**config.mk**
```make
export PLATFORM = sky130hd
export DESIGN_NAME = chx_rr_arbiter_flat
export DESIGN_NICKNAME = d
export VERILOG_FILES = /design/src/rtl/chx_rr_arbiter_if.sv /design/src/rtl/chx_rr_arbiter.sv /design/src/flat_wrapper.sv
export SDC_FILE = /design/constraint.sdc
export NUM_CORES = 1
export LEC_CHECK = 0
export CORE_MARGIN = 2
export CORE_UTILIZATION = 43
export DETAILED_ROUTE_END_ITERATION = 7
export PLACE_DENSITY = 0.87
export SYNTH_ARGS = -nofsm -noshare
export SYNTH_HDL_FRONTEND = slang
export SYNTH_SLANG_ARGS = --single-unit
```
**constraint.sdc**
```tcl
create_clock -name clk -period 3.09 [get_ports clk]
set_clock_uncertainty 0.15 [all_clocks]
set_input_delay 0.618 -clock clk [delete_from_list [all_inputs] [get_ports clk]]
set_output_delay 0.618 -clock clk [all_outputs]
set_load 0.03 [all_outputs]
```
**src/rtl/chx_rr_arbiter_if.sv**
```systemverilog
`default_nettype none
// +--------------------------------------------------------------------------+
// | chx_rr_arbiter_if                                                        |
// | Channel request/byte lanes in, single ready/valid byte stream out.      |
// | Rev 1.0                                                                  |
// +--------------------------------------------------------------------------+
interface chx_rr_arbiter_if #(
  parameter int CH_NUM = 8,
  parameter int DATA_W = 8,
  parameter int ID_W   = 3
);
  logic [CH_NUM-1:0]        ch_req;
  logic [CH_NUM-1:0]        ch_qos;
  logic [CH_NUM*DATA_W-1:0] ch_data;
  logic [CH_NUM-1:0]        ch_sop;
  logic [CH_NUM-1:0]        ch_eop;
  logic [CH_NUM-1:0]        ch_ack;
  logic                     out_valid;
  logic                     out_ready;
  logic [DATA_W-1:0]        out_data;
  logic                     out_sop;
  logic                     out_eop;
  logic                     out_qos;
  logic [ID_W-1:0]          out_ch_id;
  logic                     pkt_done;

  // Arbiter side
  modport master (
    input  ch_req, ch_qos, ch_data, ch_sop, ch_eop, out_ready,
    output ch_ack, out_valid, out_data, out_sop, out_eop, out_qos, out_ch_id, pkt_done
  );

  // Channel sources plus downstream sink
  modport slave (
    output ch_req, ch_qos, ch_data, ch_sop, ch_eop, out_ready,
    input  ch_ack, out_valid, out_data, out_sop, out_eop, out_qos, out_ch_id, pkt_done
  );
endinterface
`default_nettype wire

```
**src/rtl/chx_rr_arbiter.sv**
```systemverilog
`default_nettype none
// +--------------------------------------------------------------------------+
// | chx_rr_arbiter                                                           |
// | Two-class (QoS) round-robin packet arbiter with registered output stage. |
// | Rev 1.0                                                                  |
// +--------------------------------------------------------------------------+
module chx_rr_arbiter #(
  parameter int CH_NUM = 8,
  parameter int DATA_W = 8,
  parameter int ID_W   = 3
) (
  input  logic              clk,
  input  logic              rst,
  chx_rr_arbiter_if.master  arb_if
);

  typedef enum logic [0:0] {
    IDLE = 1'b0,
    XFER = 1'b1
  } state_t;

  localparam logic [ID_W-1:0] c_PTR_RST = ID_W'(CH_NUM - 1);

  state_t            state_q, state_d;
  logic [ID_W-1:0]   g_q, g_d;
  logic              qos_q, qos_d;
  logic [ID_W-1:0]   hi_ptr_q, hi_ptr_d;
  logic [ID_W-1:0]   lo_ptr_q, lo_ptr_d;

  logic              out_valid_q;
  logic [DATA_W-1:0] out_data_q;
  logic              out_sop_q;
  logic              out_eop_q;

  logic [CH_NUM-1:0] w_hi_cand;
  logic [CH_NUM-1:0] w_ack;
  logic              w_ack_any;
  logic              w_sel_req;
  logic              w_sel_sop;
  logic              w_sel_eop;
  logic [DATA_W-1:0] w_sel_data;

  // First set bit of cand strictly after ptr, wrapping modulo CH_NUM.
  function automatic logic [ID_W-1:0] rr_pick(input logic [CH_NUM-1:0] cand,
                                               input logic [ID_W-1:0]   ptr);
    logic [ID_W-1:0] win;
    logic [ID_W-1:0] idx;
    logic            found;
    win   = '0;
    found = 1'b0;
    for (int k = 1; k <= CH_NUM; k++) begin
      idx = ID_W'((int'(ptr) + k) % CH_NUM);
      if (!found && cand[idx]) begin
        win   = idx;
        found = 1'b1;
      end
    end
    return win;
  endfunction

  assign w_hi_cand = arb_if.ch_req & arb_if.ch_qos;

  always_comb begin
    w_sel_req  = 1'b0;
    w_sel_sop  = 1'b0;
    w_sel_eop  = 1'b0;
    w_sel_data = '0;
    for (int i = 0; i < CH_NUM; i++) begin
      if (g_q == ID_W'(i)) begin
        w_sel_req  = arb_if.ch_req[i];
        w_sel_sop  = arb_if.ch_sop[i];
        w_sel_eop  = arb_if.ch_eop[i];
        w_sel_data = arb_if.ch_data[i*DATA_W +: DATA_W];
      end
    end
  end

  // A byte is pulled only when the output register is empty or draining.
  assign w_ack_any = (state_q == XFER) && w_sel_req && (!out_valid_q || arb_if.out_ready);

  always_comb begin
    w_ack = '0;
    for (int i = 0; i < CH_NUM; i++) begin
      if (g_q == ID_W'(i)) begin
        w_ack[i] = w_ack_any;
      end
    end
  end

  always_comb begin
    state_d  = state_q;
    g_d      = g_q;
    qos_d    = qos_q;
    hi_ptr_d = hi_ptr_q;
    lo_ptr_d = lo_ptr_q;
    case (state_q)
      IDLE: begin
        if (|arb_if.ch_req) begin
          if (|w_hi_cand) begin
            g_d   = rr_pick(w_hi_cand, hi_ptr_q);
            qos_d = 1'b1;
          end else begin
            g_d   = rr_pick(arb_if.ch_req, lo_ptr_q);
            qos_d = 1'b0;
          end
          state_d = XFER;
        end
      end
      XFER: begin
        // Only the class that was served advances its pointer.
        if (w_ack_any && w_sel_eop) begin
          if (qos_q) begin
            hi_ptr_d = g_q;
          end else begin
            lo_ptr_d = g_q;
          end
          state_d = IDLE;
        end
      end
      default: state_d = IDLE;
    endcase
  end

  always_ff @(posedge clk or posedge rst) begin
    if (rst) begin
      state_q  <= IDLE;
      g_q      <= '0;
      qos_q    <= 1'b0;
      hi_ptr_q <= c_PTR_RST;
      lo_ptr_q <= c_PTR_RST;
    end else begin
      state_q  <= state_d;
      g_q      <= g_d;
      qos_q    <= qos_d;
      hi_ptr_q <= hi_ptr_d;
      lo_ptr_q <= lo_ptr_d;
    end
  end

  always_ff @(posedge clk or posedge rst) begin
    if (rst) begin
      out_valid_q <= 1'b0;
      out_data_q  <= '0;
      out_sop_q   <= 1'b0;
      out_eop_q   <= 1'b0;
    end else if (w_ack_any) begin
      out_valid_q <= 1'b1;
      out_data_q  <= w_sel_data;
      out_sop_q   <= w_sel_sop;
      out_eop_q   <= w_sel_eop;
    end else if (out_valid_q && arb_if.out_ready) begin
      out_valid_q <= 1'b0;
    end
  end

  assign arb_if.ch_ack    = w_ack;
  assign arb_if.out_valid = out_valid_q;
  assign arb_if.out_data  = out_data_q;
  assign arb_if.out_sop   = out_sop_q;
  assign arb_if.out_eop   = out_eop_q;
  assign arb_if.out_qos   = qos_q;
  assign arb_if.out_ch_id = g_q;
  assign arb_if.pkt_done  = w_ack_any && w_sel_eop;

endmodule
`default_nettype wire

```
**src/flat_wrapper.sv**
```systemverilog
// flat-port wrapper written by rule: the top's interface ports become plain ports
module chx_rr_arbiter_flat 
#(
  parameter int CH_NUM = 8,
  parameter int DATA_W = 8,
  parameter int ID_W   = 3
)
  (clk, rst, arb_if_ch_req, arb_if_ch_qos, arb_if_ch_data, arb_if_ch_sop, arb_if_ch_eop, arb_if_out_ready, arb_if_ch_ack, arb_if_out_valid, arb_if_out_data, arb_if_out_sop, arb_if_out_eop, arb_if_out_qos, arb_if_out_ch_id, arb_if_pkt_done);
  chx_rr_arbiter_if #(.CH_NUM(CH_NUM), .DATA_W(DATA_W), .ID_W(ID_W)) arb_if_i ();
  input  logic clk;
  input  logic rst;
  input wire logic [$bits(arb_if_i.ch_req)-1:0] arb_if_ch_req;
  input wire logic [$bits(arb_if_i.ch_qos)-1:0] arb_if_ch_qos;
  input wire logic [$bits(arb_if_i.ch_data)-1:0] arb_if_ch_data;
  input wire logic [$bits(arb_if_i.ch_sop)-1:0] arb_if_ch_sop;
  input wire logic [$bits(arb_if_i.ch_eop)-1:0] arb_if_ch_eop;
  input wire logic [$bits(arb_if_i.out_ready)-1:0] arb_if_out_ready;
  output wire logic [$bits(arb_if_i.ch_ack)-1:0] arb_if_ch_ack;
  output wire logic [$bits(arb_if_i.out_valid)-1:0] arb_if_out_valid;
  output wire logic [$bits(arb_if_i.out_data)-1:0] arb_if_out_data;
  output wire logic [$bits(arb_if_i.out_sop)-1:0] arb_if_out_sop;
  output wire logic [$bits(arb_if_i.out_eop)-1:0] arb_if_out_eop;
  output wire logic [$bits(arb_if_i.out_qos)-1:0] arb_if_out_qos;
  output wire logic [$bits(arb_if_i.out_ch_id)-1:0] arb_if_out_ch_id;
  output wire logic [$bits(arb_if_i.pkt_done)-1:0] arb_if_pkt_done;
  assign arb_if_i.ch_req = arb_if_ch_req;
  assign arb_if_i.ch_qos = arb_if_ch_qos;
  assign arb_if_i.ch_data = arb_if_ch_data;
  assign arb_if_i.ch_sop = arb_if_ch_sop;
  assign arb_if_i.ch_eop = arb_if_ch_eop;
  assign arb_if_i.out_ready = arb_if_out_ready;
  assign arb_if_ch_ack = arb_if_i.ch_ack;
  assign arb_if_out_valid = arb_if_i.out_valid;
  assign arb_if_out_data = arb_if_i.out_data;
  assign arb_if_out_sop = arb_if_i.out_sop;
  assign arb_if_out_eop = arb_if_i.out_eop;
  assign arb_if_out_qos = arb_if_i.out_qos;
  assign arb_if_out_ch_id = arb_if_i.out_ch_id;
  assign arb_if_pkt_done = arb_if_i.pkt_done;
  chx_rr_arbiter #(.CH_NUM(CH_NUM), .DATA_W(DATA_W), .ID_W(ID_W)) u_core (.clk(clk), .rst(rst), .arb_if(arb_if_i));
endmodule
```
Word-level counts from Yosys, hierarchy flattened

Index checks and enable logic that the tools add are counted.
W data, S select, Z words.

Add/sub/neg operators: 16
$lt $le $gt $ge: 16
Eq/ne operators: 7
Muxes and demuxes: 151
Bitwise operators: 3
Reductions and logical operators: 41

Operators with widths:

| operator              | number |
|---|---|
| $mux W1               | 109 |
| $lt A3 B4 Y1 const B  | 16 |
| $mux W8               | 8 |
| $mux W3               | 17 |
| $bmux W1 S3           | 16 |
| $add A3 B3 Y3 const B | 8 |
| $logic_and A1 B1 Y1   | 18 |
| $reduce_or A8 Y1      | 2 |
| $logic_not A1 Y1      | 15 |
| $add A3 B1 Y3 const B | 4 |
| $add A3 B2 Y3 const B | 4 |
| $eq A3 B3 Y1 const B  | 4 |
| $and A8 B8 Y8         | 1 |
| $eq A3 B2 Y1 const B  | 2 |
| $reduce_and A3 Y1     | 2 |
| $eq A3 B1 Y1 const B  | 1 |
| $logic_not A3 Y1      | 1 |
| $not A1 Y1            | 2 |
| $pmux W1 S2           | 1 |
| $reduce_and A2 Y1     | 1 |
| $reduce_bool A2 Y1    | 1 |
| $logic_or A1 B1 Y1    | 1 |

Flip-flop bits (word level): 22
Input port bits: 99

Depth between registers and ports, before layout

Depth in word-level cells: 47
Mapped depth: 14
Gate-level depth less buffers: 10

Worst setup path after synthesis

Ideal clock, no wire load.

Path type: reg2reg
Start: reg u_core.lo_ptr_q[1]
End: reg u_core.g_q[1] (netlist: u_core.arb_if.out_ch_id[1])
Data arrival time: 3.195 ns
Required time: 2.860 ns
Setup slack: -0.336 ns
Stages on the path, launching flop included: 15
Period minus slack after synthesis: 3.426 ns
Cells stage by stage: dfstp_2 > buf_2 > buf_1 > inv_1 > ha_1 > buf_2 > mux4_2 > buf_2 > a21oi_2 > a32oi_1 > or2_4 > a211oi_2 > a21oi_1 > a211o_1 > o211ai_2

Word-level cells in the longest chain between the ends: 47
Elaborated cells on any way between the ends: 75

RTL lines:

| element                       | RTL line              | text |
|---|---|---|
| start: declaration            | chx_rr_arbiter.sv:28  | `logic [ID_W-1:0] lo_ptr_q, lo_ptr_d;` |
| start signal: assignment      | chx_rr_arbiter.sv:130 | `lo_ptr_q <= c_PTR_RST;` |
| start signal: assignment      | chx_rr_arbiter.sv:136 | `lo_ptr_q <= lo_ptr_d;` |
| $add A3 B1 Y3                 | chx_rr_arbiter.sv:52  | `idx = ID_W'((int'(ptr) + k) % CH_NUM);` |
| $bmux W1 S3                   | chx_rr_arbiter.sv:53  | `if (!found && cand[idx]) begin` |
| $mux W1 (not written as such) | chx_rr_arbiter.sv:53  |  |
| $mux W1                       | chx_rr_arbiter.sv:53  |  |
| $mux W1                       | chx_rr_arbiter.sv:99  | `if (\|w_hi_cand) begin` |
| $mux W1                       | chx_rr_arbiter.sv:98  | `if (\|arb_if.ch_req) begin` |
| $mux W1                       | chx_rr_arbiter.sv:96  | `case (state_q)` |
| $logic_not A1 Y1              | chx_rr_arbiter.sv:53  |  |
| [... 31 more ...]             | -                     |  |
| $mux W1                       | chx_rr_arbiter.sv:53  |  |
| $mux W1                       | chx_rr_arbiter.sv:99  |  |
| $mux W1                       | chx_rr_arbiter.sv:98  |  |
| $mux W1                       | chx_rr_arbiter.sv:96  |  |
| $logic_not A1 Y1              | chx_rr_arbiter.sv:53  |  |
| $logic_and A1 B1 Y1           | chx_rr_arbiter.sv:53  |  |
| $mux W3 *                     | chx_rr_arbiter.sv:53  |  |
| $mux W3 *                     | chx_rr_arbiter.sv:99  |  |
| end signal: assignment        | chx_rr_arbiter.sv:133 | `g_q <= g_d;` |
| end: declaration              | chx_rr_arbiter.sv:25  | `logic [ID_W-1:0] g_q, g_d;` |

Every way passes the cells marked *; elsewhere a longest branch is shown, timed or not. The select of a mux whose other input is x is not followed.
A chain may end at the register's enable or synchronous reset.

Worst setup path in the final report

Start: in arb_if_ch_eop[2]
End: out arb_if_pkt_done

Word-level cells in the longest chain between the ends: 7

RTL lines:

| element               | RTL line              | text |
|---|---|---|
| start: declaration    | flat_wrapper.sv:16    | `input wire logic [$bits(arb_if_i.ch_eop)-1:0] arb_if_ch_eop;` |
| $mux W1 (6 in series) | chx_rr_arbiter.sv:69  | `if (g_q == ID_W'(i)) begin` |
| $logic_and A1 B1 Y1   | chx_rr_arbiter.sv:163 | `assign arb_if.pkt_done = w_ack_any && w_sel_eop;` |
| end: declaration      | flat_wrapper.sv:25    | `output wire logic [$bits(arb_if_i.pkt_done)-1:0] arb_if_pkt_done;` |

No other way between the ends.

==> impl_metrics.ini <==
[status]
run_status = complete, no violations

[die]
std_cell_rows = 33
core-area_um2 = 8130
io-pin-count = 123
die_area_um2 = 9040
initial_core_util_pct = 43.9
die_x_um = 95.1
die_h_um = 95.1

[finish]
layout_common_cells = clkdlybuf4s50_1, buf_4, nand2_1
finalNetCount = 700
diodes = 0
final_area_um2 = 5430
layout_commonest_cell = clkdlybuf4s50_1
finalNonFillerCells = 701
syn_to_final_growth_pct = 52.2
final_util_pct = 66.7
drive_gt1_share_pct = 25.8

[global_routing]
first_global_vias = 4250
grt_util_all_layers_pct = 28.9
antenna_found_initial = 0
grt_pass1_wl_um = 20500
grt_remaining_overflow = 0
grt_max_degree = 44

[logic_synthesis]
yosysSeqAreaShare_pct = 15.6
synth-edff-count = 0
syn_area_per_cell_um2 = 8.05
ys_ff_latch = 22
synth_top_cell_area_share_pct = 13.3
ys.flop_type = dfrtp_1
syn_inst = 443
ys_warn_count = 0
syn_nets = 546
synth.area.top_cells = mux4_2, dfrtp_1, mux2i_1
synth_top_area_cell = mux4_2
synth_cell_types = 70
synthArstFlopShare_pct = 100
syn_area_um2 = 3570

[drt]
routed_wl_um = 13100
drt.antenna.violating_nets = 0
vias_per_cell = 6.09
via_count = 4270
route.detailed.drc = 0
drt_iter0_markers = 381
first_pass_iters = 5
wl_per_cell_um = 18.8

[placed_design]
dpl.cell_count = 692
gp_congestion = 0.995
portBuffers = 122
dpl-instance-area_um2 = 5170
hpwlAfterDp_um = 10300
post-place-ws_ns = -0.308

[sta]
finalSetupViolCount = 0
worst_slew_pin_slew_ns = 0.822
period_share_pct = 98.1
max_clock_freq_mhz = 330
setup_slack_ns = 0.0593
period_needed_ns = 3.03
relSlewSlack_pct = 45.2
hold_violations = 0
setup-tns-final_ns = 0
drv_slew = 0

[pwr]
p_per_area_nw_per_um2 = 1050
p_leak_nw = 2.24
ir_drop_v = 0.000434

[cts]
root_buffer = clkbuf_8
cts.hold.buffers_added = 0
clkTransAtPathRegs_ns = 0.07
h-tree-depth = 1
numCtsBuffers = 3
clkSinkCount = 22
insertion_delay_ns = 0.26
cts_tree = done
cts_max_path_buffers = 2

[critical_path]
crit_slowest_cell = clkdlybuf4s50_1
max_stage_delay_ns = 0.41
critPathLaunchType = primary input
worstSetupPathType = primary input to output pin
path_common_cell = a21oi_2
cp_max_fo = 2
crit_buf_inv = 2
worstPathCellList = clkdlybuf4s50_1, and2_0, a2111oi_2, a21oi_2, a221oi_2, a211o_1, a21oi_2, buf_4
cp-end-kind = output pin
crit_family = compound AO/OA/AOI/OAI gates
cp_data_arrival_time_ns = 2.26
worstPathRequired_ns = 2.32

[job]
drv_cap = 0

[hold_path]
hp-class = flip-flop to flip-flop
registers in the layout, summed over array words and instances, names as in the netlist:
name,cells
u_core.arb_if.out_qos,1
u_core.arb_if.out_eop,1
u_core.arb_if.out_valid,1
u_core.arb_if.out_ch_id,3
u_core.arb_if.out_data,8
u_core.hi_ptr_q,3
u_core.lo_ptr_q,3
u_core.state_q,1
u_core.arb_if.out_sop,1
timing repair:
item	4_1_cts	5_1_grt
pin swaps	0	9
gates cloned	1	0
gates resized for setup	21	20
endpoints found under the setup margin	11	12
setup buffers	3	1
cell type report:
type                       instances  area (um^2)
clock buffer                       4         55.1
multi-input combinational        361         2860
tap                              105          131
inverter                          20         75.1
timing repair buffer             189         1750
sequential                        22          558
fill                             642         2710
routing by layer:
metal	GRT usage [%]	share of wire, %
met5	0	0
met4	9.42	2.6
met3	4.98	9.3
met2	49.8	49
met1	36.8	39
worst paths after layout:
path                                  startpoint                         end  slack (ns)  depth (start not counted)
max in group asynchronous                    rst     u_core.arb_if.out_valid        1.60                          2
max                             arb_if_ch_eop[2]             arb_if_pkt_done        0.06                          8
max reg2reg                   u_core.lo_ptr_q[0]  u_core.arb_if.out_ch_id[1]        0.11                         10
min in group asynchronous                    rst  u_core.arb_if.out_ch_id[0]        0.67                          2
min reg2reg                u_core.arb_if.out_eop       u_core.arb_if.out_eop        0.33                          1
min                        u_core.arb_if.out_eop       u_core.arb_if.out_eop        0.33                          1
power by group:
group          internal, W  switching [W]  total [W]
Sequential        0.000451       0.000156   0.000607
Clock             0.000114      0.0000904   0.000204
Combinational      0.00225        0.00261    0.00486
Total              0.00282        0.00286    0.00568
cell usage after synthesis, types with 3 or more instances:
cell        n
nand2b_1    5
nand3b_1    3
nor2b_1    12
mux4_2     21
mux4_1      4
mux2i_1    28
nor4_1      7
o211ai_2    3
inv_2       3
inv_1      17
nor2_1     41
a21oi_1    33
buf_4       3
buf_6       4
ha_1        4
buf_1       7
nand3_1    12
dfstp_2     6
a222oi_1    5
nand2_1    52
clkbuf_1   16
o21ai_1     6
nor3_1      6
mux2_2      7
o21a_1      3
a22oi_1     4
o21ai_0    38
dfrtp_1    16
o2111ai_1   3
a221oi_1    4
o22ai_1     7
xnor2_1     4
buf_2      10
stage by stage:
stage	hold WS [ns]	total power, W
after global placement	0.315	0.00501
after global routing	0.348	0.00605
after detailed placement	0.319	0.00510
final	0.332	0.00568
after floorplan	0.341	0.00357
after CTS	0.335	0.00545
cell families (layout without fill, tap and decap cells):
kind of cell / count (synthesis) / after routing / synth area share (%)
buf+inv: 60 / 213 / 7.82
compound gates: 131 / 131 / 23.7
fa+ha+maj: 4 / 4 / 1.40
simple gates: 155 / 155 / 21.6
xor+xnor: 6 / 6 / 1.47
flops: 22 / 22 / 15.6
mux: 65 / 65 / 28.3
worst register-to-register path, stage by stage (launching register included):
cell	delay (ns)
dfstp_2	0.53
inv_1	0.07
ha_2	0.47
mux2i_1	0.34
mux4_2	0.35
nand2_1	0.08
or2_4	0.27
a211oi_2	0.16
a21oi_1	0.08
a211o_1	0.34
o211ai_2	0.08
Power figures use the tool's default switching activity.
